--- src/rtl/n_bit_adder.sv ---
`default_nettype none
// ============================================================================
// Module   : n_bit_adder
// Brief    : N-bit ripple-carry adder with carry-in, carry-out, signed overflow
//            and a single registered output stage with valid flag.
//            Optional clamp-on-overflow enabled by N_BIT_ADDER_SATURATE_EN.
// Revision : 1.0 - initial release
// ============================================================================
module n_bit_adder #(
    parameter int N = 5
) (
    input  logic         clk,
    input  logic         rst_n,
    input  logic         in_valid,
    input  logic [N-1:0] num1,
    input  logic [N-1:0] num2,
    input  logic         carry_in,
    output logic [N-1:0] sum,
    output logic         carry_out,
    output logic         overflow,
    output logic         out_valid
);

    logic [N:0]   w_carry;
    logic [N-1:0] w_sum;
    logic [N-1:0] w_sum_sel;
    logic         w_overflow;

    logic [N-1:0] r_sum;
    logic         r_carry_out;
    logic         r_overflow;
    logic         r_out_valid;

    assign w_carry[0] = carry_in;

    genvar i;
    generate
        for (i = 0; i < N; i = i + 1) begin : g_bit
            assign w_sum[i]       = num1[i] ^ num2[i] ^ w_carry[i];
            assign w_carry[i + 1] = (num1[i] & num2[i]) |
                                    (num1[i] & w_carry[i]) |
                                    (num2[i] & w_carry[i]);
        end
    endgenerate

    assign w_overflow = w_carry[N] ^ w_carry[N-1];

`ifdef N_BIT_ADDER_SATURATE_EN
    localparam logic [N-1:0] c_sat_max = {1'b0, {(N-1){1'b1}}};
    localparam logic [N-1:0] c_sat_min = {1'b1, {(N-1){1'b0}}};

    // Overflow implies equal operand signs, so num1's sign picks the clamp direction
    always_comb begin
        w_sum_sel = w_sum;
        if (w_overflow) begin
            w_sum_sel = num1[N-1] ? c_sat_min : c_sat_max;
        end
    end
`else
    assign w_sum_sel = w_sum;
`endif

    always_ff @(posedge clk or negedge rst_n) begin
        if (!rst_n) begin
            r_sum       <= '0;
            r_carry_out <= 1'b0;
            r_overflow  <= 1'b0;
            r_out_valid <= 1'b0;
        end else begin
            r_out_valid <= in_valid;
            if (in_valid) begin
                r_sum       <= w_sum_sel;
                r_carry_out <= w_carry[N];
                r_overflow  <= w_overflow;
            end
        end
    end

    assign sum       = r_sum;
    assign carry_out = r_carry_out;
    assign overflow  = r_overflow;
    assign out_valid = r_out_valid;

endmodule
`default_nettype wire

--- config.mk ---
export PLATFORM = sky130hd
export DESIGN_NAME = n_bit_adder
export DESIGN_NICKNAME = d
export VERILOG_FILES = /design/src/rtl/n_bit_adder.sv
export SDC_FILE = /design/constraint.sdc
export NUM_CORES = 1
export LEC_CHECK = 0
export CORE_MARGIN = 2
export CORE_UTILIZATION = 30
export DETAILED_ROUTE_END_ITERATION = 7
export GPL_ROUTABILITY_DRIVEN = 0
export PLACE_DENSITY = 0.64
export SKIP_CTS_REPAIR_TIMING = 1
export SLEW_MARGIN = 20
export SYNTH_ARGS = -nofsm -noshare
export SYNTH_HDL_FRONTEND = slang
export SYNTH_SLANG_ARGS = --single-unit
--- constraint.sdc ---
create_clock -name clk -period 0.9 [get_ports clk]
set_input_delay 0.18 -clock clk [delete_from_list [all_inputs] [get_ports clk]]
set_output_delay 0.18 -clock clk [all_outputs]
set_load 0.02 [all_outputs]
After elaboration in Yosys (flattened, before gate mapping)

Cells that the tools add are included.

Add/subtract/negate cells: 0
Multipliers: 0
Div/mod/pow operators: 0
$lt $le $gt $ge: 0
Eq/ne operators: 0
Shift-type cells: 0
Mux-type cells: 0
Bitwise operators: 36
Reduce and logical (&&, ||, !) cells: 0

Operators with widths:

| operator    | count |
|---|---|
| $and 1x1->1 | 15 |
| $xor 1x1->1 | 11 |
| $or 1x1->1  | 10 |

Register bits after elaboration: 8
Latch bits: 0
Memory bits (writable): 0
Memory bits (read-only): 0
Input bits: 14
Output and inout port bits: 8
Word-level logic and storage cells: 40
Memories: 0

Longest topological paths before layout

Gate-level depths: netlist of run 1.

Word-level depth: 16
Mapped depth: 10
Mapped depth without buffers: 10

Least setup slack after synthesis of run 1

OpenSTA, ideal clock, no wires.

Path type: input port to flip-flop
Start: input num1[0]
End: register r_overflow (netlist: overflow)
Library setup time: 125 ps
Arrival: 2160 ps
Required time: 775 ps
Slack: -1385 ps
Stages: 10
Path buffers: 0
Cell sequence: inv_1 > fa_1 > inv_1 > fa_1 > fa_1 > fa_1 > inv_1 > fa_1 > xnor2_1 > mux2_4

Cells in the longest elaborated chain, start to end: 16
Elaborated cells between the ends (all ways): 21
Those cells by class: 21 x bitwise

Ends and longest elaborated chain:

| what                                  | line   | source |
|---|---|---|
| from (decl)                           | 15     | `input logic [N-1:0] num1,` |
| $and 1x1->1, on equally long branches | 40, 41 |  |
| $or 1x1->1 (*)                        | 40     | `assign w_carry[i + 1] = (num1[i] & num2[i]) \|` |
| $or 1x1->1 (*)                        | 41     | `(num1[i] & w_carry[i]) \|` |
| $and 1x1->1                           | 41     |  |
| $or 1x1->1                            | 40     |  |
| $or 1x1->1 (*)                        | 41     |  |
| $and 1x1->1                           | 41     |  |
| $or 1x1->1                            | 40     |  |
| $or 1x1->1 (*)                        | 41     |  |
| $and 1x1->1                           | 41     |  |
| $or 1x1->1                            | 40     |  |
| $or 1x1->1 (*)                        | 41     |  |
| $and 1x1->1                           | 41     |  |
| $or 1x1->1                            | 40     |  |
| $or 1x1->1                            | 41     |  |
| $xor 1x1->1 (*)                       | 46     | `assign w_overflow = w_carry[N] ^ w_carry[N-1];` |
| to (signal assigned)                  | 74     | `r_overflow <= w_overflow;` |
| to (decl)                             | 31     | `logic r_overflow;` |

Every way passes the cells marked *; elsewhere a longest branch is shown, timed or not.
A chain may end at the register's enable or synchronous reset.

Worst setup path after layout of run 1

Same ends and word-level chain as after synthesis.

==> impl_metrics.sql, run 1 <==
INSERT INTO impl_metrics (metric_group, metric, value, unit) VALUES
('global_routing', 'first_pass_grt_wire_length', '1390', 'µm'),
('run_status', 'failed_checks', 'setup timing', ''),
('sta', 'totalNegativeSetupSlack', '-5730', 'ps'),
('synthesis', 'netlist.area_leader.share', '44.7', '%'),
('finish', 'fill_cells', '129', ''),
('die', 'row_count', '13', ''),
('global_routing', 'grt_max_degree', '9', ''),
('finish', 'finalCoreUtilization', '60.0', '%'),
('placed_design', 'number_of_port_buffers', '21', ''),
('detailed_routing', 'routed_via_density', '4.00', ''),
('sta', 'tightestPinTransition', '118', 'ps'),
('global_routing', 'antenna_found_initial', '0', ''),
('die', 'die_area', '0.00182', 'mm²'),
('sta', 'relSlewSlack', '91.9', '%'),
('sta', 'timing.fmax', '466', 'MHz'),
('finish', 'final_area', '810', 'µm²'),
('clock_tree', 'ctsHtreeMaxLevel', '1', ''),
('power_and_ir_drop', 'p_per_area', '1670', 'mW/mm²'),
('synthesis', 'synth.top_cells.by_count', 'sky130_fd_sc_hd__inv_1, sky130_fd_sc_hd__dfrtp_1, sky130_fd_sc_hd__fa_1, sky130_fd_sc_hd__mux2_4, sky130_fd_sc_hd__mux2i_1', ''),
('finish', 'layout-drive-gt1-share', '59.4', '%'),
('sta', 'final.period_utilization', '238', '%'),
('sta', 'final_max_slew_viol_count', '0', ''),
('synthesis', 'yosysMostFrequentCell', 'sky130_fd_sc_hd__inv_1', ''),
('setup_path', 'critical_path.slowest_cell', 'sky130_fd_sc_hd__fa_2', ''),
('sta', 'post-route-min-period', '2150', 'ps'),
('die', 'io_pins', '22', ''),
('setup_path', 'worstPathBufferInverterCount', '4', ''),
('setup_path', 'crit-reg2reg-capture', 'overflow$_DFFE_PN0P_', ''),
('setup_path', 'worst_ep_required_time', '1030', 'ps'),
('detailed_routing', 'ant_nets', '0', ''),
('synthesis', 'number_of_synthesized_flops_with_an_enable_pin', '0', ''),
('global_routing', 'global_route.usage.total', '10.2', '%'),
('setup_path', 'critical_path.cell_chain', 'buf_8 > inv_12 > fa_2 > inv_2 > fa_2 > fa_2 > fa_2 > inv_2 > fa_2 > xnor2_2 > mux2_4', ''),
('global_routing', 'overflow', '0', ''),
('clock_tree', 'clk_pin_slew', '60', 'ps'),
('sta', 'post-route-worst-setup-slack', '-1250', 'ps'),
('run_status', 'run_status', 'finished, violations left', ''),
('detailed_routing', 'num_vias', '316', ''),
('die', 'coreArea', '0.00135', 'mm²'),
('finish', 'areaGrowthSynthToFinish', '80.7', '%'),
('synthesis', 'netlist-cell-type-count', '7', ''),
('detailed_routing', 'detail_route.iter0.violations', '1', ''),
('detailed_routing', 'finalWirelength', '773', 'µm'),
('setup_path', 'launching_point_of_the_worst_reg2reg_path', 'overflow$_DFFE_PN0P_', ''),
('sta', 'setup_viol_count_final', '14', ''),
('clock_tree', 'clock-root-buffer', 'sky130_fd_sc_hd__clkbuf_4', ''),
('setup_path', 'critical-path-top-delay-family', 'adder cells', ''),
('setup_path', 'path_class', 'primary input to flop', ''),
('die', 'die_y', '42.6', 'µm'),
('run', 'max_cap_viol_count', '0', ''),
('synthesis', 'ys_ff_latch', '8', ''),
('synthesis', 'synth_area_leaders', 'sky130_fd_sc_hd__dfrtp_1, sky130_fd_sc_hd__fa_1, sky130_fd_sc_hd__mux2_4, sky130_fd_sc_hd__inv_1, sky130_fd_sc_hd__mux2i_1', ''),
('synthesis', 'synth_ff_type', 'sky130_fd_sc_hd__dfrtp_1', ''),
('setup_path', 'worstSetupEndpointType', 'flop', ''),
('synthesis', 'synth-warning-count', '0', ''),
('die', 'initial_core_util', '33.2', '%'),
('setup_path', 'timing.reg2reg.setup_slack', '10', 'ps'),
('setup_path', 'max_stage_delay', '380', 'ps'),
('synthesis', 'yosysTopAreaCell', 'sky130_fd_sc_hd__dfrtp_1', ''),
('sta', 'final.setup_skew', '0', 'ps'),
('power_and_ir_drop', 'power.total', '1350', 'µW'),
('global_routing', 'grt_pass1_vias', '332', ''),
('power_and_ir_drop', 'leakagePower', '0.000416', 'µW'),
('finish', 'count_of_antenna_diodes_in_the_layout', '0', ''),
('min_path', 'worst_hold_path_type', 'primary input to async pin', ''),
('clock_tree', 'cts-buffers-inserted', '3', ''),
('clock_tree', 'tritoncts', 'yes', ''),
('detailed_routing', 'drt_pre_antenna_iters', '2', ''),
('die', 'die_width', '42.6', 'µm'),
('detailed_routing', 'post-route-drc-count', '0', ''),
('power_and_ir_drop', 'peakVddDrop', '0.939', 'mV');
-- flip-flops by register name, summed over array words and instances, names as in the netlist --
| signal | cells |
|---|---|
| carry_out | 1 |
| out_valid | 1 |
| overflow | 1 |
| sum | 5 |
-- final cells by class --
type / count / area [µm²] / area share [%]
Timing Repair Buffer: 30 / 294 / 36.3
Inverter: 10 / 55.1 / 6.80
Clock buffer: 3 / 22.5 / 2.78
Multi-Input combinational cell: 13 / 219 / 27.0
Sequential cell: 8 / 200 / 24.7
Tap cell: 15 / 18.8 / 2.32
-- power breakdown --
group,internal (µW),total [µW],switching (µW)
combinational,375,605,230
sequential,433,486,53.5
clock,152,263,111
-- per-layer routing --
metal	track usage, %	vias to the layer above	share of wire [%]
met3	1.29	0	4.9
li1	-	157	-
met4	3.75	0	0
met2	16.1	12	54
met5	0	-	0
met1	14.1	147	41
-- kinds of logic (layout without fill, tap and decap cells) --
| group | Yosys count | after routing | synth area share (%) |
|---|---|---|---|
| fa+ha+maj | 5 | 5 | 22.3 |
| buf+inv | 11 | 43 | 10.9 |
| xor+xnor | 1 | 1 | 1.96 |
| mux | 7 | 7 | 20.1 |
| flops | 8 | 8 | 44.7 |
-- metrics by stage --
stage          std cells  hold WS [ps]
3_5_place_dp          72           492
5_1_grt               79           235
4_1_cts               75           235
3_3_place_gp          72           473
6_report              79           225
2_1_floorplan         32          -116
-- worst max-delay path by stage --
stage | slack, ps | end | start | depth (start not counted)
after global routing | -1320 | overflow$_DFFE_PN0P_ | num1[0] | 11
final | -1250 | overflow$_DFFE_PN0P_ | num1[0] | 11
after global placement | -1900 | overflow$_DFFE_PN0P_ | num1[0] | 11
after floorplan | -1230 | overflow$_DFFE_PN0P_ | num1[0] | 10
after CTS | -1660 | overflow$_DFFE_PN0P_ | num1[0] | 11
after detailed placement | -1910 | overflow$_DFFE_PN0P_ | num1[0] | 11
-- cells in the final DEF, fill, tap and decap left out --
cell / n
sky130_fd_sc_hd__dlymetal6s2s_1: 2
sky130_fd_sc_hd__clkbuf_4: 3
sky130_fd_sc_hd__buf_6: 9
sky130_fd_sc_hd__clkbuf_2: 1
sky130_fd_sc_hd__mux2i_1: 3
sky130_fd_sc_hd__inv_6: 1
sky130_fd_sc_hd__buf_8: 1
sky130_fd_sc_hd__inv_1: 5
sky130_fd_sc_hd__dfrtp_1: 8
sky130_fd_sc_hd__inv_2: 3
sky130_fd_sc_hd__clkdlybuf4s50_1: 8
sky130_fd_sc_hd__mux2_4: 4
sky130_fd_sc_hd__inv_12: 1
sky130_fd_sc_hd__buf_4: 9
sky130_fd_sc_hd__fa_2: 5
sky130_fd_sc_hd__xnor2_2: 1
Note: power is estimated with default switching activity, not from simulation.
==> run 2, diff against run 1 <==
--- a/config.mk
+++ b/config.mk
@@ -11,7 +11,7 @@
 export GPL_ROUTABILITY_DRIVEN = 0
 export PLACE_DENSITY = 0.64
 export SKIP_CTS_REPAIR_TIMING = 1
-export SLEW_MARGIN = 20
+export SLEW_MARGIN = 30
 export SYNTH_ARGS = -nofsm -noshare
 export SYNTH_HDL_FRONTEND = slang
 export SYNTH_SLANG_ARGS = --single-unit
==> results of run 2 <==
The final DEF is identical to that of run 1; final timing and power are the same.
==> run 3, diff against run 2 <==
--- a/config.mk
+++ b/config.mk
@@ -11,7 +11,8 @@
 export GPL_ROUTABILITY_DRIVEN = 0
 export PLACE_DENSITY = 0.64
 export SKIP_CTS_REPAIR_TIMING = 1
-export SLEW_MARGIN = 30
+export SLEW_MARGIN = 20
 export SYNTH_ARGS = -nofsm -noshare
 export SYNTH_HDL_FRONTEND = slang
 export SYNTH_SLANG_ARGS = --single-unit
+export TNS_END_PERCENT = 100
==> results of run 3 <==
The final DEF is identical to that of run 1; final timing and power are the same.
